[src/rtl/ft_sync_rx_if.sv]
// Bus bundle for the FT2232H synchronous-FIFO receive path.
// The rx_count port exists only when FT_SYNC_RX_STATS_EN is defined.
interface ft_sync_rx_if;
  logic       rxf;
  logic [7:0] data;
  logic       oe;
  logic       rd;
  logic [7:0] rx_data;
  logic       rx_valid;
  logic       rx_ready;
  logic       overflow;
`ifdef FT_SYNC_RX_STATS_EN
  logic [15:0] rx_count;
`endif

  modport master (
    input  rxf, data, rx_ready,
`ifdef FT_SYNC_RX_STATS_EN
    output rx_count,
`endif
    output oe, rd, rx_data, rx_valid, overflow
  );

  modport slave (
    output rxf, data, rx_ready,
`ifdef FT_SYNC_RX_STATS_EN
    input  rx_count,
`endif
    input  oe, rd, rx_data, rx_valid, overflow
  );
endinterface

[src/rtl/ft_sync_rx.sv]
// FT2232H synchronous-FIFO read engine feeding a small receive FIFO.
// Optional accepted-byte counter on rx_count when FT_SYNC_RX_STATS_EN is defined.
module ft_sync_rx #(
  parameter int unsigned DEPTH    = 16,
  parameter int unsigned HEADROOM = 2
) (
  input  logic         comm_clk,
  input  logic         rst,
  ft_sync_rx_if.master bus
);

  localparam int unsigned AW = $clog2(DEPTH);
  localparam int unsigned PW = AW + 1;
  localparam logic [PW-1:0] DEPTH_C    = PW'(DEPTH);
  localparam logic [PW-1:0] HEADROOM_C = PW'(HEADROOM);

  typedef enum logic [1:0] {IDLE, TURN, READ} state_e;

  state_e        state_q;
  logic          oe_q;
  logic          rd_q;
  logic          overflow_q;
  logic [7:0]    mem [DEPTH];
  logic [PW-1:0] wr_ptr_q, wr_ptr_d;
  logic [PW-1:0] rd_ptr_q, rd_ptr_d;
  logic [PW-1:0] level, level_after, free_now, free_after;
  logic          empty, full, accept, push, pop;

  assign empty  = (wr_ptr_q == rd_ptr_q);
  assign full   = (wr_ptr_q[AW] != rd_ptr_q[AW]) &&
                  (wr_ptr_q[AW-1:0] == rd_ptr_q[AW-1:0]);
  assign level  = wr_ptr_q - rd_ptr_q;

  // The device drives a byte on every edge where both strobes and RXF# are low.
  assign accept = !oe_q && !rd_q && !bus.rxf;
  assign pop    = !empty && bus.rx_ready;
  assign push   = accept && (!full || pop);

  assign level_after = level + PW'(push) - PW'(pop);
  assign free_now    = DEPTH_C - level;
  assign free_after  = DEPTH_C - level_after;

  // NOTE: always_comb gives every output a value on every path, so no latch is inferred.
  always_comb begin
    wr_ptr_d = wr_ptr_q;
    rd_ptr_d = rd_ptr_q;
    if (push) wr_ptr_d = wr_ptr_q + PW'(1);
    if (pop)  rd_ptr_d = rd_ptr_q + PW'(1);
  end

  // NOTE: sequential state uses non-blocking assignments so all registers update together.
  always_ff @(posedge comm_clk) begin
    if (rst) begin
      wr_ptr_q   <= '0;
      rd_ptr_q   <= '0;
      overflow_q <= 1'b0;
    end else begin
      wr_ptr_q <= wr_ptr_d;
      rd_ptr_q <= rd_ptr_d;
      if (accept && full && !pop) overflow_q <= 1'b1;
    end
  end

  // NOTE: storage is not reset; the pointers alone define which entries are valid.
  always_ff @(posedge comm_clk) begin
    if (push) mem[wr_ptr_q[AW-1:0]] <= bus.data;
  end

  // Strobes are registered so oe and rd always leave READ together.
  always_ff @(posedge comm_clk) begin
    if (rst) begin
      state_q <= IDLE;
      oe_q    <= 1'b1;
      rd_q    <= 1'b1;
    end else begin
      case (state_q)
        IDLE: begin
          if (!bus.rxf && (free_now >= HEADROOM_C)) begin
            state_q <= TURN;
            oe_q    <= 1'b0;
            rd_q    <= 1'b1;
          end
        end
        TURN: begin
          state_q <= READ;
          oe_q    <= 1'b0;
          rd_q    <= 1'b0;
        end
        READ: begin
          if (bus.rxf || (free_after < HEADROOM_C)) begin
            state_q <= IDLE;
            oe_q    <= 1'b1;
            rd_q    <= 1'b1;
          end
        end
        default: begin
          state_q <= IDLE;
          oe_q    <= 1'b1;
          rd_q    <= 1'b1;
        end
      endcase
    end
  end

  assign bus.oe       = oe_q;
  assign bus.rd       = rd_q;
  assign bus.rx_valid = !empty;
  assign bus.rx_data  = empty ? 8'h00 : mem[rd_ptr_q[AW-1:0]];
  assign bus.overflow = overflow_q;

`ifdef FT_SYNC_RX_STATS_EN
  logic [15:0] rx_count_q;

  // Counts every accepted byte, including ones dropped on overflow.
  always_ff @(posedge comm_clk) begin
    if (rst)         rx_count_q <= '0;
    else if (accept) rx_count_q <= rx_count_q + 16'd1;
  end

  assign bus.rx_count = rx_count_q;
`endif

endmodule

[src/flat_wrapper.sv]
// flat-port wrapper written by rule: the top's interface ports become plain ports
module ft_sync_rx_flat 
#(
  parameter int unsigned DEPTH    = 16,
  parameter int unsigned HEADROOM = 2
)
  (comm_clk, rst, bus_rxf, bus_data, bus_rx_ready, bus_oe, bus_rd, bus_rx_data, bus_rx_valid, bus_overflow);
  ft_sync_rx_if bus_i ();
  input  logic comm_clk;
  input  logic rst;
  input wire logic [$bits(bus_i.rxf)-1:0] bus_rxf;
  input wire logic [$bits(bus_i.data)-1:0] bus_data;
  input wire logic [$bits(bus_i.rx_ready)-1:0] bus_rx_ready;
  output wire logic [$bits(bus_i.oe)-1:0] bus_oe;
  output wire logic [$bits(bus_i.rd)-1:0] bus_rd;
  output wire logic [$bits(bus_i.rx_data)-1:0] bus_rx_data;
  output wire logic [$bits(bus_i.rx_valid)-1:0] bus_rx_valid;
  output wire logic [$bits(bus_i.overflow)-1:0] bus_overflow;
  assign bus_i.rxf = bus_rxf;
  assign bus_i.data = bus_data;
  assign bus_i.rx_ready = bus_rx_ready;
  assign bus_oe = bus_i.oe;
  assign bus_rd = bus_i.rd;
  assign bus_rx_data = bus_i.rx_data;
  assign bus_rx_valid = bus_i.rx_valid;
  assign bus_overflow = bus_i.overflow;
  ft_sync_rx #(.DEPTH(DEPTH), .HEADROOM(HEADROOM)) u_core (.comm_clk(comm_clk), .rst(rst), .bus(bus_i));
endmodule
[config.mk]
export PLATFORM = sky130hd
export DESIGN_NAME = ft_sync_rx_flat
export DESIGN_NICKNAME = d
export VERILOG_FILES = /design/src/rtl/ft_sync_rx_if.sv /design/src/rtl/ft_sync_rx.sv /design/src/flat_wrapper.sv
export SDC_FILE = /design/constraint.sdc
export NUM_CORES = 1
export LEC_CHECK = 0
export CORE_MARGIN = 10
export CORE_UTILIZATION = 40
export DETAILED_ROUTE_END_ITERATION = 10
export GPL_ROUTABILITY_DRIVEN = 0
export PLACE_DENSITY = 0.63
export SYNTH_ARGS = -nofsm -noshare
export SYNTH_HDL_FRONTEND = slang
export SYNTH_SLANG_ARGS = --single-unit
export TNS_END_PERCENT = 100
[constraint.sdc]
create_clock -name comm_clk -period 3.7 [get_ports comm_clk]
set_input_delay 0.925 -clock comm_clk [delete_from_list [all_inputs] [get_ports comm_clk]]
set_output_delay 0.925 -clock comm_clk [all_outputs]
set_load 0.01 [all_outputs]
==> flow_metrics.py, run 1 <==
metrics = {
    "run_status": {
        "status": "finished, final reports clean",
    },
    "worst_setup_path": {
        "worstPathMaxFanout": 23,
        "critPathArrivalTime_ns": 2.66,
        "critPathKind": "register to output pin",
        "end_kind": "output pin",
        "r2r_cells": 14,
        "r2r-end": "u_core.bus.oe$_SDFFE_PP1P_",
        "rrSetupSlack_ns": 0.57,
        "cp.required_ns": 2.77,
        "critPathLaunchType": "register",
        "rr_startpoint": "u_core.wr_ptr_q[0]$_SDFFE_PP0P_",
    },
    "power_and_ir_drop": {
        "leakagePower_nw": 2.38,
        "ir_worst_vdd_uv": 305,
        "p_per_area_nw_per_um2": 493,
    },
    "route": {
        "routed_wirelength_mm": 12.0,
        "vias": 3066,
        "antenna_left": 0,
        "wl_per_cell_um": 20.4,
        "dr.pass1.iters": 5,
        "via_per_inst": 5.22,
        "highest_layer": "met4",
        "drt-met1-wl_mm": 5.30,
        "drt-initial-drc-count": 216,
        "wl_met2_mm": 5.80,
        "drc": 0,
        "wl_met3_um": 612,
    },
    "synthesis": {
        "ys_seq_elements": 147,
        "synth_top_area_cell": "edfxtp_1",
        "yosys-top-cells-area": "edfxtp_1, mux4_2, dfxtp_1, ha_1, nor2_1",
        "synth-seq-area-share_pct": 69.4,
        "syn_nets": 362,
        "yosys.cell_types.count": 36,
        "synth_area_um2": 6090,
        "netlist_instances": 334,
        "yosys_warnings": 0,
        "yosys.area.top_type_share_pct": 63.1,
        "syn_avg_cell_area_um2": 18.2,
    },
    "placed_design": {
        "place_inst": 559,
        "hpwl_mm": 8.01,
        "port_buffers": 23,
    },
    "timing": {
        "finalCriticalPeriod_ns": 3.58,
        "fmax_mhz": 279,
        "slew_viol_final": 0,
        "fin_tns_setup_ns": 0,
        "rsz0062_at_grt": "false",
        "hold_violations": 0,
        "skew_ns": 0.00672,
        "slew_headroom_pct": 64.1,
        "worst_pin_slew_ns": 0.536,
        "setup_viol": 0,
        "finalCritPeriodShare_pct": 96.8,
    },
    "cells_and_area": {
        "fillers": 1255,
        "nets": 418,
        "antenna_cells": 0,
        "drive_above_1_share_pct": 24.1,
        "seqCellArea_um2": 4230,
        "multi_input_area_um2": 1740,
        "fin_util_pct": 48.2,
        "layoutNonFillerInstCount": 587,
        "area_growth_syn_to_layout_pct": 19.0,
    },
    "clock_network": {
        "cts_setup_buffers": 0,
        "cts.clk_slew.worst_paths_ns": 0.06,
        "cts_sinks": 147,
        "cts_hold_buf": 0,
        "cts_resized": 0,
        "clk_path_buf_depth": 2,
        "clk_latency_ns": 0.42,
        "root_buffer": "clkbuf_16",
        "numCtsBuffers": 17,
        "cts-htree-levels": 4,
        "tritoncts": "yes",
    },
    "worst_hold_path": {
        "hp-start": "u_core.bus.overflow$_SDFFE_PP0P_",
        "hp-class": "register to register",
        "holdPathEnd": "u_core.bus.overflow$_SDFFE_PP0P_",
        "holdPathStages": 2,
    },
    "floorplan": {
        "dieWidth_um": 143,
        "coreArea_um2": 15000,
        "io_pins": 24,
        "initial_core_util_pct": 40.5,
        "chipHeight_um": 143,
        "core.rowCount": 45,
        "dieArea_um2": 20600,
    },
    "global_routing": {
        "overflow": 0,
        "grt_pass1_vias": 3226,
        "grt_start_max_net_pins": 33,
        "grt_antenna_before_repair": 0,
        "grt_util_all_layers_pct": 12.5,
        "grt_first_pass_wirelength_mm": 18.6,
    },
    "job": {
        "maxCapViolations": 0,
    },
}
==> cell families (layout without fill, tap and decap cells) <==
group / count (synthesis) / after routing / share of synthesized area [%]
flops: 147 / 147 / 69.4
simple gates: 68 / 68 / 5.42
mux: 43 / 43 / 15.3
buf+inv: 27 / 92 / 2.14
compound gates: 17 / 17 / 1.85
fa+ha+maj: 16 / 16 / 3.41
xor+xnor: 16 / 16 / 2.53
==> critical path: stages (launching register included) <==
cell	delay [ns]
dfxtp_2	0.36
buf_12	0.23
mux4_2	0.54
mux4_2	0.46
nor2b_1	0.15
clkdlybuf4s50_1	0.48
==> cells in the final DEF, fill, tap and decap left out, types with 11 or more instances in the layout <==
cell             instances
buf_4                   26
clkbuf_16               17
clkdlybuf4s50_1         23
dfxtp_1                 18
edfxtp_1               128
ha_1                    15
inv_1                   11
mux4_2                  40
nor2_1                  26
==> area by class of cell <==
type / count / area share (%)
well taps: 188 / 3.24
flip-flops and latches: 147 / 58.3
inverters: 12 / 0.621
multi-input cells: 160 / 24.0
repair buffers: 52 / 6.58
clock inverters: 8 / 1.24
clock buffers: 20 / 6.02
==> cells in the mapped netlist (all sizes together) <==
cell     count
a2111oi      1
a211oi       2
a21o         3
a21oi        7
a31o         1
and3         1
buf          9
clkbuf       6
dfxtp       19
edfxtp     128
fa           1
ha          15
inv         12
mux2i        3
mux4        40
nand2        8
nand2b       3
nand3        2
nand3b       1
nand4        4
nor2        27
nor2b       11
nor3         7
nor3b        2
nor4         1
o21ai        1
o221ai       1
o31a         1
or3          1
xnor2       10
xnor3        1
xor2         5
==> worst max path at each step <==
stage	start	to
after floorplan	bus_rxf	u_core.bus.rd$_SDFFE_PP1P_
after global placement	bus_rxf	u_core.bus.rd$_SDFFE_PP1P_
final	register	bus_rx_data[2]
after global routing	register	bus_rx_data[2]
after CTS	register	bus_rx_data[0]
after detailed placement	bus_rxf	u_core.bus.oe$_SDFFE_PP1P_
==> report_power, final <==
| group | internal [mW] | switching (mW) | total [mW] |
|---|---|---|---|
| registers | 1.81 | 0.00973 | 1.82 |
| logic | 0.0998 | 0.0978 | 0.198 |
| clock network | 0.966 | 0.593 | 1.56 |
==> state kept, by name, summed over array words and instances, names as in the netlist, named ones only <==
register and flops:
u_core.wr_ptr_q 5, u_core.bus.rd 1, u_core.state_q 2, u_core.mem 128
u_core.bus.overflow 1, u_core.rd_ptr_q 5, u_core.bus.oe 1
==> per-stage QoR <==
stage	worst slack (ns)	hold slack (ns)	power (mW)	area, um2
floorplan	0.621	0.444	1.98	6090
global placement	0.208	0.460	2.05	6710
global route	0.00915	0.514	3.71	7250
detailed placement	0.150	0.475	2.06	6710
CTS	0.0390	0.483	3.61	7240
finish	0.118	0.478	3.58	7250
==> routing by layer <==
| layer | track usage (%) | up-vias |
|---|---|---|
| met1 | 15.6 | 1559 |
| met5 | 0 | - |
| met4 | 4.94 | 0 |
| met2 | 19.9 | 67 |
| li1 | - | 1419 |
| met3 | 3.76 | 21 |
No activity file was read; power rests on OpenSTA's default activity.
==> run 2, diff against run 1 <==
- clock period: 3.7 -> 4.2 ns (I/O delays scaled with it)
==> run 2 against run 1 <==
  * Wire length increased by 1.9%
  * Via count increased by 0.62%
  * Hold slack improved by 0.019 ns
  * Clock skew increased by 0.00079 ns
  * Global-route usage increased by 0.36 points
  * Die area stayed put
  * Register-to-register slack improved by 0.48 ns
  * Clock-buffer cell count fell by 2
  * Combinational power down 13%
  * Design area increased by 0.17%
==> flow_metrics.py, run 2 (synthesis gave the netlist of run 1 again) <==
metrics = {
    "global_routing": {
        "grt_start_max_net_pins": 33,
        "grt_util_all_layers_pct": 12.8,
        "grt_pass1_vias": 3305,
        "grt_first_pass_wirelength_mm": 19.3,
        "overflow": 0,
        "grt_antenna_before_repair": 0,
    },
    "power_and_ir_drop": {
        "p_seq_share_pct": 48.2,
        "intPower_mw": 2.62,
        "p_per_area_nw_per_um2": 458,
        "clockPowerShare_pct": 46.6,
        "combPwrFrac_pct": 5.2,
        "ir_worst_vdd_uv": 245,
        "leakagePower_nw": 2.37,
        "p_sw_share_pct": 21.2,
        "p_switching_uw": 704,
    },
    "timing": {
        "whs_ns": 0.497,
        "worst_pin_slew_ns": 0.670,
        "hold_violations": 0,
        "rsz0062_at_grt": "false",
        "fmax_mhz": 264,
        "finalCritPeriodShare_pct": 90.1,
        "skew_ns": 0.00751,
        "finalWorstSetupSlack_ns": 0.415,
        "slew_viol_final": 0,
        "finalCriticalPeriod_ns": 3.78,
        "slew_headroom_pct": 55.2,
        "setup_viol": 0,
        "fin_tns_setup_ns": 0,
    },
    "cells_and_area": {
        "nets": 412,
        "drive_above_1_share_pct": 23.9,
        "layout_common_cells": "edfxtp_1, mux4_2, nor2_1",
        "final_common_cell": "edfxtp_1",
        "largest_reg_flops": 128,
        "antenna_cells": 0,
        "fin_util_pct": 48.3,
        "area_growth_syn_to_layout_pct": 19.3,
    },
    "route": {
        "drt-initial-drc-count": 288,
        "drc": 0,
        "wl_per_cell_um": 20.8,
        "dr.pass1.iters": 4,
        "antenna_left": 0,
        "via_per_inst": 5.27,
        "routed_wirelength_mm": 12.2,
        "vias": 3085,
    },
    "worst_setup_path": {
        "critPathLaunchType": "register",
        "crit_top_cell": "mux4_2",
        "worstPathMaxFanout": 32,
        "slowest_stage": "mux4_2",
        "critical_path.max_stage_delay_ns": 0.55,
        "end_kind": "output pin",
        "critPathArrivalTime_ns": 2.73,
        "r2r_cells": 14,
        "cp_cell_sequence": "buf_12, mux4_2, mux4_2, nor2b_1, clkdlybuf4s50_1",
        "cp.required_ns": 3.15,
        "critPathKind": "register to output pin",
    },
    "placed_design": {
        "dpl_worst_slack_ns": 0.439,
        "port_buffers": 23,
        "hpwl_mm": 7.81,
    },
    "floorplan": {
        "dieWidth_um": 143,
        "io_pins": 24,
        "initial_core_util_pct": 40.5,
        "coreArea_um2": 15000,
        "core.rowCount": 45,
        "dieArea_um2": 20600,
        "chipHeight_um": 143,
    },
    "clock_network": {
        "cts_sinks": 147,
        "root_buffer": "clkbuf_16",
        "cts-htree-levels": 4,
        "cts_hold_buf": 0,
        "numCtsBuffers": 17,
        "clk_latency_ns": 0.42,
        "cts_setup_buffers": 0,
        "cts.clk_slew.worst_paths_ns": 0.06,
        "cts_resized": 0,
        "tritoncts": "yes",
        "clk_path_buf_depth": 2,
    },
    "run_status": {
        "status": "finished, final reports clean",
    },
    "job": {
        "maxCapViolations": 0,
    },
    "worst_hold_path": {
        "holdPathStages": 2,
        "hp-class": "register to register",
    },
}
==> run 2: cell types whose count changed in the layout (fill, tap and decap cells not counted), sizes merged <==
cell / previous run / this run
clkinv: 5 / 2
buf: 29 / 23
bufinv: 2 / 3
clkbuf: 20 / 18
inv: 12 / 17
clkinvlp: 1 / 4
==> run 2: stage by stage <==
stage | area (um2) | power (mW) | cells
floorplan | 6090 | 1.74 | 334
global placement | 6660 | 1.80 | 553
detailed placement | 6660 | 1.81 | 553
CTS | 7260 | 3.35 | 585
global route | 7260 | 3.44 | 585
finish | 7260 | 3.33 | 585
==> run 2: power groups by stage <==
| stage | logic [mW] | clock network, mW | registers, mW |
|---|---|---|---|
| CTS | 0.176 | 1.58 | 1.60 |
| detailed placement | 0.175 | 0 | 1.63 |
| global placement | 0.170 | 0 | 1.63 |
| finish | 0.172 | 1.55 | 1.60 |
| global route | 0.191 | 1.64 | 1.60 |
| floorplan | 0.107 | 0 | 1.63 |
==> run 2: final timing paths <==
| kind | startpoint | end | slack (ns) |
|---|---|---|---|
| setup / recovery | register | bus_rx_data[0] | 0.42 |
| hold / removal | u_core.bus.overflow$_SDFFE_PP0P_ | u_core.bus.overflow$_SDFFE_PP0P_ | 0.50 |
| setup reg to reg | u_core.wr_ptr_q[0]$_SDFFE_PP0P_ | u_core.bus.oe$_SDFFE_PP1P_ | 1.05 |
| hold reg to reg | u_core.bus.overflow$_SDFFE_PP0P_ | u_core.bus.overflow$_SDFFE_PP0P_ | 0.50 |
==> run 2: area by class of cell <==
cell class,count,area (um2)
clock inverter,14,176
inverter,12,45.0
sequential,147,4230
multi-input combinational,160,1740
tap,188,235
fill,1244,7770
timing repair buffer,46,415
clock buffer,18,429
==> run 2: worst max-delay path, delay by kind of cell, from the launching register on <==
kind | cells | cell delay (ns)
buffers and inverters | 2 | 0.76
multiplexers | 2 | 1.02
flip-flops | 1 | 0.34
AND/OR/NAND/NOR | 1 | 0.18
==> run 2: routing by layer <==
metal	global-route usage, %	up-vias	share of wire (%)
met2	20.3	70	49
met1	16.3	1584	45
met4	5.70	0	2.1
met3	3.43	23	4.1
li1	-	1408	-
met5	0	-	0
==> run 3, diff against run 2 <==
- CTS_CLUSTER_SIZE: not set -> 30
- SLEW_MARGIN: not set -> 40
==> results of run 3 <==
Same layout as run 2: the final DEF is identical, and so are final timing and power.
